--- config.mk ---
export PLATFORM = sky130hd
export DESIGN_NAME = done_result_logger
export DESIGN_NICKNAME = d
export VERILOG_FILES = /design/src/rtl/done_result_logger.sv
export SDC_FILE = /design/constraint.sdc
export NUM_CORES = 1
export LEC_CHECK = 0
export CORE_MARGIN = 8
export CORE_UTILIZATION = 65
export CTS_CLUSTER_DIAMETER = 100
export DETAILED_ROUTE_END_ITERATION = 8
export DONT_BUFFER_PORTS = 1
export PLACE_DENSITY_LB_ADDON = 0.1
export SYNTH_ARGS = -nofsm -noshare
export SYNTH_HDL_FRONTEND = slang
export SYNTH_SLANG_ARGS = --single-unit
--- constraint.sdc ---
create_clock -name clk -period 9.17 [get_ports clk]
set_input_delay 1.834 -clock clk [delete_from_list [all_inputs] [get_ports clk]]
set_output_delay 1.834 -clock clk [all_outputs]
set_load 0.02 [all_outputs]
--- src/rtl/done_result_logger.sv ---
// Circular log of {IR, BUS} captured on each rising edge of the processor Done line.
// Build option: define LOGGER_OVERWRITE_EN to keep the newest entries when full instead of dropping.
module done_result_logger #(
  parameter int DATA_W = 9,
  parameter int ADDR_W = 5
) (
  input  logic                  clk,
  input  logic                  rst,
  input  logic                  done,
  input  logic [DATA_W-1:0]     ir_in,
  input  logic [DATA_W-1:0]     bus_in,
  input  logic                  clear,
  input  logic                  rd_en,
  output logic [2*DATA_W-1:0]   rd_data,
  output logic                  rd_valid,
  output logic                  empty,
  output logic                  full,
  output logic [ADDR_W:0]       count,
  output logic                  overflow
);

  localparam int DEPTH = 1 << ADDR_W;
  localparam logic [ADDR_W:0] FULL_COUNT = (ADDR_W+1)'(DEPTH);

  logic [2*DATA_W-1:0] r_mem [DEPTH];
  logic [ADDR_W-1:0]   r_wr_ptr;
  logic [ADDR_W-1:0]   r_rd_ptr;
  logic [ADDR_W:0]     r_count;
  logic                r_done_q;
  logic [2*DATA_W-1:0] r_rd_data;
  logic                r_rd_valid;
  logic                r_overflow;

  logic w_cap;
  logic w_empty;
  logic w_full;
  logic w_rd;
  logic w_wr;
  logic w_lost;
  logic w_ovr_adv;
  logic w_mem_we;

  always_comb begin
    w_cap   = done & ~r_done_q;
    w_empty = (r_count == '0);
    w_full  = (r_count == FULL_COUNT);
    w_rd    = rd_en & ~w_empty;
    // A capture into a full buffer with no concurrent pop has nowhere to go.
    w_lost  = w_cap & w_full & ~w_rd;
`ifdef LOGGER_OVERWRITE_EN
    w_wr      = w_cap;
    w_ovr_adv = w_lost;
`else
    w_wr      = w_cap & (~w_full | w_rd);
    w_ovr_adv = 1'b0;
`endif
    w_mem_we = w_wr & ~rst & ~clear;
  end

  always_ff @(posedge clk) begin
    if (w_mem_we) begin
      r_mem[r_wr_ptr] <= {ir_in, bus_in};
    end
  end

  always_ff @(posedge clk) begin
    if (rst) begin
      r_rd_data <= '0;
    end else if (w_rd && !clear) begin
      r_rd_data <= r_mem[r_rd_ptr];
    end
  end

  always_ff @(posedge clk) begin
    if (rst || clear) begin
      r_wr_ptr   <= '0;
      r_rd_ptr   <= '0;
      r_count    <= '0;
      r_done_q   <= 1'b0;
      r_rd_valid <= 1'b0;
      r_overflow <= 1'b0;
    end else begin
      r_done_q   <= done;
      r_rd_valid <= w_rd;
      if (w_wr) begin
        r_wr_ptr <= r_wr_ptr + ADDR_W'(1);
      end
      // In overwrite mode the oldest entry is discarded by advancing the read side too.
      if (w_rd || w_ovr_adv) begin
        r_rd_ptr <= r_rd_ptr + ADDR_W'(1);
      end
      if (w_wr && !w_rd && !w_ovr_adv) begin
        r_count <= r_count + (ADDR_W+1)'(1);
      end else if (w_rd && !w_wr) begin
        r_count <= r_count - (ADDR_W+1)'(1);
      end
      if (w_lost) begin
        r_overflow <= 1'b1;
      end
    end
  end

  assign rd_data  = r_rd_data;
  assign rd_valid = r_rd_valid;
  assign empty    = w_empty;
  assign full     = w_full;
  assign count    = r_count;
  assign overflow = r_overflow;

endmodule

==> results of run 1 <==
==> through the flow <==
stage	setup WS (ns)	area [um2]	cells	total power, mW
floorplan	5.14	23700	1151	3.56
finish	5.12	26100	1673	6.10
global placement	4.75	24100	1567	3.64
CTS	5.06	26100	1673	6.13
global route	5.01	26100	1673	6.27
detailed placement	4.69	24100	1567	3.65
==> cells in the final DEF (no fill, tap or decap), types with 2 or more instances in the layout <==
master,count
clkbuf_1,11
clkbuf_16,59
clkinvlp_4,3
bufinv_16,12
nor2b_4,2
edfxtp_1,576
mux2i_1,71
nor2_2,28
nand2_2,4
nand3b_1,4
o21ai_0,2
clkinv_4,2
dfxtp_2,2
xor2_1,6
nand3_1,2
dfxtp_4,2
nand4_1,4
buf_4,12
clkinv_1,8
nor2_1,27
o22ai_1,17
a22oi_1,18
ha_1,10
xnor2_1,5
clkinv_2,11
o221ai_1,18
dfxtp_1,33
inv_1,11
mux4_1,11
a31oi_1,3
a22o_1,34
nand2_1,12
a2111oi_2,17
nor2b_1,4
nor4_1,2
or3b_2,2
mux4_2,98
a21oi_1,42
==> power groups by stage <==
stage	sequential, mW	combinational [mW]	clock [mW]
floorplan	3.18	0.382	0
global placement	3.20	0.442	0
detailed placement	3.20	0.449	0
CTS	3.14	0.452	2.54
global route	3.14	0.478	2.64
finish	3.14	0.448	2.51
==> kinds of logic after synthesis <==
group,after synthesis
compound gates,160
mux,180
xor+xnor,11
simple gates,99
flops,613
buf+inv,77
fa+ha+maj,11
==> per-layer routing <==
layer / global-route usage / share of wire / up-vias / wire, um
met1: 0.369 / 0.42 / 5878 / 21600
met3: 0.0365 / 0.075 / 64 / 3880
met4: 0.0766 / 0.027 / 0 / 1380
met5: 0 / 0 / - / 0
li1: - / - / 4813 / -
met2: 0.396 / 0.48 / 499 / 25100
==> area by class of cell <==
| type | count | area, um2 |
|---|---|---|
| fill | 2093 | 10200 |
| sequential | 613 | 18000 |
| multi-input combinational | 461 | 5290 |
| clock buffer | 70 | 1520 |
| timing repair buffer | 13 | 110 |
| clock inverter | 36 | 489 |
| inverter | 12 | 46.3 |
| tap | 468 | 586 |
==> worst max-delay path, cell delays in order (launching register included) <==
cell,delay (ns)
dfxtp_1,0.41
or4_1,0.64
nand2b_1,0.20
nor2_1,0.36
==> state kept, by name, summed over array words and instances, names as in the netlist <==
name	count
count	6
overflow	1
r_done_q	1
r_mem	576
r_rd_ptr	5
r_wr_ptr	5
rd_data	18
rd_valid	1
==> worst max-delay path by stage <==
stage / start / end / slack (ns) / depth (start not counted)
after floorplan: rd_en / count[4]$_SDFFE_PP0P_ / 5.14 / 10
after global placement: done / r_mem[11][3]$_DFFE_PP_ / 4.75 / 5
after detailed placement: done / r_mem[11][2]$_DFFE_PP_ / 4.69 / 5
after CTS: count[1]$_SDFFE_PP0P_ / full / 5.06 / 3
after global routing: r_rd_ptr[0]$_SDFFE_PP0N_ / rd_data[8]$_SDFFE_PP0P_ / 5.01 / 7
final: count[1]$_SDFFE_PP0P_ / full / 5.12 / 3
==> flow_summary.ini, run 1 <==
[yosys]
postSynth.asyncResetShare = 0
syn-instance-count = 1151
synth_area_per_cell_um2 = 20.6
yosysWarningCount = 0
synth_compound_gate_area_share = 0.0541
dominantRegCellSynth = edfxtp_1
synth.lib_cells_used.distinct = 52
synthDominantCellAreaShare = 0.731
netlist_top_cells_area = edfxtp_1 (73%), mux4_2 (9.3%), dfxtp_1 (3.1%)
yosys.cell_count.top_type = edfxtp_1
top_cell_types_by_occurrence_after_synthesis = edfxtp_1 (576), mux4_2 (98), mux2i_1 (71), nor2_1 (55), a21oi_1 (42)
synth_seq_area_share = 0.762
main_combinational_cell_family_by_area_after_synthesis = multiplexers
synth_top_cell_by_area = edfxtp_1
synthesis.area_mm2 = 0.0237
synth_simple_gate_area_frac = 0.0200
postSynthRegisterBits = 613
synth_adder_area_share = 0.00613
synth_xor_area_frac = 0.00407
synth.area.mux_share = 0.136
synth-edff-count = 576
syn_nets = 1185

[route]
dr.first_iter.drc_count = 1218
num_vias = 11300
route.final.wire_length_um = 51900
drtPass1Iterations = 5
post_drt_via_cell_ratio = 6.73
detail_route.drc_violations = 0
routedWlPerCell_um = 31.0
postRouteAntennaNets = 0

[worst_hold_path]
source_of_the_worst_hold_timing_path = r_done_q$_SDFF_PP0_
whs_endpoint = overflow$_SDFFE_PP0P_
worstHoldPathType = register to register
whs_path_cells = 3

[finish]
nNetsFinal = 1193
antenna_cells_inserted = 0
finish.utilization = 0.719
layout-area-overhead-vs-synth_pct = 10.2
final_layout_size_suffix_gt1_frac = 0.217

[timing]
fin_setup_tns_ns = 0
hold_ws_ns = 0.600
fin_crit_sh = 0.442
total_of_endpoints_with_negative_setup_slack_in_the_final_report = 0
final_max_slew_viol_count = 0
worst_pin_slew_ns = 1.16
finalCriticalPeriod_ns = 4.05
clock-skew-final_ns = 0.0224
worst_slew_margin_rel = 0.223
max_freq_mhz = 247
rsz0062_at_grt = no
finalHoldViolCount = 0

[floorplanning]
start_util = 0.653
floorplan.die_area_mm2 = 0.0428
io_pins = 51
core_area_mm2 = 0.0363
die_x_um = 207
floorplan.die.height_um = 207
rows = 70

[job]
timing.max_cap.violations = 0

[clock_tree]
cts_max_level = 2
ctsHoldBuffers = 0
postCtsResizedCells = 0
postCtsSetupRepairBufs = 0
insertion_delay_ns = 0.60
tritoncts = done
numClockSinks = 613
cts_made_buffers = 58
cts_max_path_buffers = 3
clock_tree.root_cell = clkbuf_16
path_clk_slew_ns = 0.06

[global_route]
via_count_of_the_first_global_routing_pass = 11000
grt_remaining_overflow = 0
maximum_number_of_pins_on_one_net_before_global_route_repair = 95
grt_antenna_before_repair = 0
grt_util_all_layers = 0.252
first_pass_grt_wire_length_um = 76400

[status]
outcome = finished, final reports clean

[setup_path]
r2r-start = r_rd_ptr[0]$_SDFFE_PP0N_
worst-path-max-fanout = 5
cp-end-kind = output port
critical_path_required_ns = 7.34
worst-setup-path-type = register to output port
timing.critical_path.from_type = register
critPathArrivalTime_ns = 2.22
r2r-end = rd_data[10]$_SDFFE_PP0P_
r2r_slack_ns = 5.31
r2r_cells = 7

[place]
dpl.hpwl_um = 30900
gp_congestion = 0.811
port-buffer-count = 0

[pwr]
power_switching_mw = 1.29
leakage_power_nw = 7.89
peak_supply_drop_uv = 194
part_of_the_power_in_registers = 0.515
cellInternalPower_mw = 4.81
comb_power_share = 0.073
power.clock.fraction = 0.412
power_switching_share = 0.212
power_per_cell_area_mw_per_mm2 = 234
No activity file was read; power rests on OpenSTA's default activity.
==> inputs of run 2 (changes only) <==
--- a/config.mk
+++ b/config.mk
@@ -6,7 +6,7 @@
 export NUM_CORES = 1
 export LEC_CHECK = 0
 export CORE_MARGIN = 8
-export CORE_UTILIZATION = 65
+export CORE_UTILIZATION = 63
 export CTS_CLUSTER_DIAMETER = 100
 export DETAILED_ROUTE_END_ITERATION = 8
 export DONT_BUFFER_PORTS = 1
==> constraint.sdc (replaced) <==
create_clock -name clk -period 3.83 [get_ports clk]
set_input_delay 0.766 -clock clk [delete_from_list [all_inputs] [get_ports clk]]
set_output_delay 0.766 -clock clk [all_outputs]
set_load 0.02 [all_outputs]
==> flow_summary.ini, run 2 (synthesis results as in run 1) <==
[worst_hold_path]
worstHoldPathType = primary input to register

[setup_path]
crit_path_max_incr_delay_ns = 0.62
r2r_slack_ns = 0.40
worstPathCellList = or4_1 -> o41a_1 -> ha_1 -> inv_1 -> ha_1 -> nor2b_1 -> o21a_1 -> o21ai_0 -> or3b_2 -> a21oi_1
worst-path-max-fanout = 8
cp-end-kind = register
critPathArrivalTime_ns = 3.96
timing.critical_path.from_type = register
critical_path_required_ns = 4.36
worst_path_most_repeated_cell = ha_1
worst-setup-path-type = register to register
timing.critical_path.slowest_stage_cell = or4_1

[route]
dr.first_iter.drc_count = 1050
routedWlPerCell_um = 28.9
num_vias = 11300
detail_route.drc_violations = 0
post_drt_via_cell_ratio = 6.60
route.final.wire_length_um = 49600
drtPass1Iterations = 5
postRouteAntennaNets = 0

[timing]
final_max_slew_viol_count = 0
finalCriticalPeriod_ns = 3.43
total_of_endpoints_with_negative_setup_slack_in_the_final_report = 0
fin_setup_tns_ns = 0
fin_crit_sh = 0.895
worst_slew_margin_rel = 0.432
rsz0062_at_grt = no
max_freq_mhz = 292
worst_pin_slew_ns = 0.851
finalHoldViolCount = 0
clock-skew-final_ns = 0.0121

[floorplanning]
die_x_um = 210
io_pins = 51
core_area_mm2 = 0.0373
floorplan.die.height_um = 210
rows = 71
start_util = 0.634
floorplan.die_area_mm2 = 0.0440

[finish]
layout_commonest_cell = edfxtp_1
layoutNonFillerInstCount = 1718
area_of_the_multi_input_gates_mm2 = 0.00531
top_register = r_mem
layout-area-overhead-vs-synth_pct = 10.8
layout.area.seq_mm2 = 0.0180
max_ffs_per_register = 576
most-common-layout-cells = edfxtp_1 (576), mux4_2 (98), mux2i_1 (71)
nNetsFinal = 1234
final_layout_size_suffix_gt1_frac = 0.240
fill_cells = 2286
antenna_cells_inserted = 0

[clock_tree]
path_clk_slew_ns = 0.06
postCtsResizedCells = 0
tritoncts = done
numClockSinks = 613
cts_made_buffers = 58
insertion_delay_ns = 0.60
postCtsSetupRepairBufs = 0
cts_max_path_buffers = 3
clock_tree.root_cell = clkbuf_16
cts_max_level = 2
ctsHoldBuffers = 0

[global_route]
grt_remaining_overflow = 0
first_pass_grt_wire_length_um = 74700
maximum_number_of_pins_on_one_net_before_global_route_repair = 50
grt_util_all_layers = 0.230
via_count_of_the_first_global_routing_pass = 11300
grt_antenna_before_repair = 1

[status]
outcome = finished, final reports clean

[place]
dpl.hpwl_um = 29700
port-buffer-count = 0
gp_congestion = 0.797
dp.cells = 1614

[job]
timing.max_cap.violations = 0

[pwr]
peak_supply_drop_uv = 379
power_per_cell_area_mw_per_mm2 = 531
leakage_power_nw = 8.03
## run 2: cell count changes in the layout (fill, tap and decap cells not counted), moves of 2 or more
cell	change
buf_4	+38
bufinv_16	-12
clkbuf_8	+6
clkinv_1	+5
nor2_1	-5
nor2_2	+4
buf_12	+3
clkbuf_1	+2
clkbuf_16	+2
clkinvlp_4	-2
## run 2: worst paths after layout
check	startpoint	to	cells past startpoint
min reg2reg	count[2]$_SDFFE_PP0P_	count[2]$_SDFFE_PP0P_	2
min	bus_in[1]	r_mem[0][1]$_DFFE_PP_	0
max reg2reg	count[1]$_SDFFE_PP0P_	count[4]$_SDFFE_PP0P_	10
max	count[1]$_SDFFE_PP0P_	count[4]$_SDFFE_PP0P_	10
## run 2: critical path: cells and delay by family (launching register included)
kind                       cells  cell delay (ns)
DFF                            1             0.41
buffers and inverters          1             0.16
and+or+nand+nor                3             1.22
AOI/OAI and AO/OA              4             0.93
adders and majority gates      2             0.63
## run 2: final cells by class
class / instances / area share
clock buffer: 80 / 0.0632
inverter: 12 / 0.00177
clock inverter: 24 / 0.00420
tap: 474 / 0.0226
timing repair buffer: 54 / 0.0174
multi-input combinational: 461 / 0.202
sequential: 613 / 0.688
## run 2: report_power, final
part / switching (mW) / total, mW / internal, mW
combinational: 0.549 / 1.07 / 0.523
sequential: 0.128 / 7.51 / 7.38
clock: 2.34 / 5.33 / 3.00
total: 3.01 / 13.9 / 10.9
## run 2: metal layers
| layer | vias up | wire [um] | track usage |
|---|---|---|---|
| met3 | 74 | 3350 | 0.0491 |
| met5 | - | 13 | 0 |
| met1 | 5969 | 21300 | 0.328 |
| met2 | 403 | 23800 | 0.360 |
| li1 | 4890 | - | - |
| met4 | 2 | 1100 | 0.0622 |
## run 2: metrics by stage
| step | util | setup WS, ns | hold slack (ns) | cell area [um2] | power [mW] |
|---|---|---|---|---|---|
| 5_1_grt | 0.703 | 0.204 | 0.227 | 26200 | 14.3 |
| 4_1_cts | 0.703 | 0.421 | 0.226 | 26200 | 14.0 |
| 3_5_place_dp | 0.655 | 0.433 | 0.598 | 24400 | 8.74 |
| 2_1_floorplan | - | 0.699 | 0.554 | 23700 | 8.52 |
| 6_report | 0.703 | 0.404 | 0.260 | 26200 | 13.9 |
| 3_3_place_gp | 0.655 | 0.468 | 0.580 | 24400 | 8.72 |
==> patch, RTL diff (settings of run 2) <==
Change the parameter `DATA_W` from 9 to 7.
--- a/src/rtl/done_result_logger.sv
+++ b/src/rtl/done_result_logger.sv
@@ -3,3 +3,3 @@
 module done_result_logger #(
-  parameter int DATA_W = 9,
+  parameter int DATA_W = 7,
   parameter int ADDR_W = 5
Ports: changed (resized bus_in, ir_in and rd_data); port bits go from 51 to 43. No check against the original RTL was run, so the function may have changed too.
==> patch against run 2 <==
Synthesized area shrank 21%. Final area shrank 21%. Power fell by 20%. Sequential cell count decreased by 132. Critical path type unchanged. Hold slack better by 51 ps. Wire length shrank 21%. Via count is 19% lower. Setup slack lost 78 ps. Largest cell class unchanged. Sequential share of layout area shrank 0.66 points.
==> patch: results (changes against run 2) <==
Synth top area cells: edfxtp_1 (72%), mux4_2 (10%), dfxtp_1 (3.5%)
Met2 routed WL: 19200 um (-19%)
Layout Skew: 17.3 ps (+5.26 ps)
Post-synth EDFFs: 448 (-22%)
Outcome: finished, final reports clean
R2R setup slack: 330 ps (-80 ps)
FF-to-FF path depth: 11 (+1)
Combinational power: 915 uW (-14%)
Clock Latency Late Sink: 550 ps (-50 ps)
Logic pwr share: 0.082 (+0.005)
Layout cells sized above 1: 0.219 (-0.0201)
DP Wirelength: 23300 um (-22%)
Max VDD drop: 0.505 mV (+33%)
WL met1: 16400 um (-23%)
Vias in the first global route: 9143 (-19%)
Post-synthesis xor/xnor area fraction: 0.00516 (+0.00109)
Initial DRC Count: 882 (-16%)
Post-synthesis mux area share: 0.133 (-0.00293)
Fill cell count: 1756 (-23%)
Largest net degree at the start of global routing: 72 (+44%)
Max reg flops: 448 (-22%)
DR vias/cell: 6.49 (-1.6%)
Synth cell types: 48 (-7.7%)
Worst-margin pin slew: 766 ps (-84.6 ps)
Met3 wire length: 2640 um (-21%)
Routed WL per cell: 27.8 um (-3.6%)
First-pass GRT wire length: 58400 um (-22%)
P_leak: 6.38 nW (-20%)
Crit-path max FO: 7 (-1)
Mapped Nets: 962 (-19%)
GP Congestion: 0.807 (+1.2%)
GRT Resource Usage Total: 0.221 (-0.00906)
Post-synth top cells: edfxtp_1 (448), mux4_2 (85), mux2i_1 (56), nor2_1 (54)
Top Layer Used: met4
Sequential share of the synthesized area: 0.756 (-0.00614)
Compound-gate portion of the synthesized area: 0.0538 (-0.000319)
WP data arrival: 3980 ps (+20 ps)
==> patch: changes by cell type in the layout (fill, tap and decap cells not counted), sizes merged, moves of 5 or more <==
| cell | before | now |
|---|---|---|
| a22oi | 18 | 13 |
| mux2i | 71 | 56 |
| edfxtp | 576 | 448 |
| clkinv | 24 | 14 |
| mux4 | 109 | 85 |
| o221ai | 18 | 13 |
| a21oi | 42 | 33 |
| a22o | 34 | 27 |
| clkbuf | 80 | 68 |
==> patch: per-stage QoR <==
| stage | area, um2 | util | hold WS [ps] | setup slack [ps] | cells |
|---|---|---|---|---|---|
| 4_1_cts | 20700 | 0.704 | 293 | 356 | 1406 |
| 5_1_grt | 20700 | 0.704 | 289 | 140 | 1406 |
| 6_report | 20700 | 0.704 | 312 | 326 | 1406 |
| 3_5_place_dp | 19200 | 0.654 | 524 | 415 | 1320 |
| 3_3_place_gp | 19200 | 0.654 | 521 | 560 | 1320 |
| 2_1_floorplan | 18700 | - | 546 | 723 | 932 |
==> patch: worst paths after layout <==
path                       end        start
setup / recovery      count[4]     count[1]
hold / removal    r_mem[21][2]    bus_in[2]
setup reg to reg      count[4]     count[1]
hold reg to reg    r_rd_ptr[4]  r_rd_ptr[4]
==> patch: per-layer routing <==
layer | track usage | up-vias
met5 | 0 | -
met4 | 0.0552 | 0
met3 | 0.0353 | 63
met2 | 0.353 | 391
met1 | 0.317 | 4737
li1 | - | 3940
==> patch: final cells by class <==
| type | count | area (um2) | share of cell area |
|---|---|---|---|
| flip-flops and latches | 481 | 14100 | 0.682 |
| multi-input cells | 388 | 4200 | 0.203 |
| well taps | 390 | 488 | 0.0236 |
| clock inverters | 18 | 134 | 0.00647 |
| clock buffers | 68 | 1340 | 0.0646 |
| repair buffers | 50 | 388 | 0.0187 |
| inverters | 11 | 41.3 | 0.00199 |
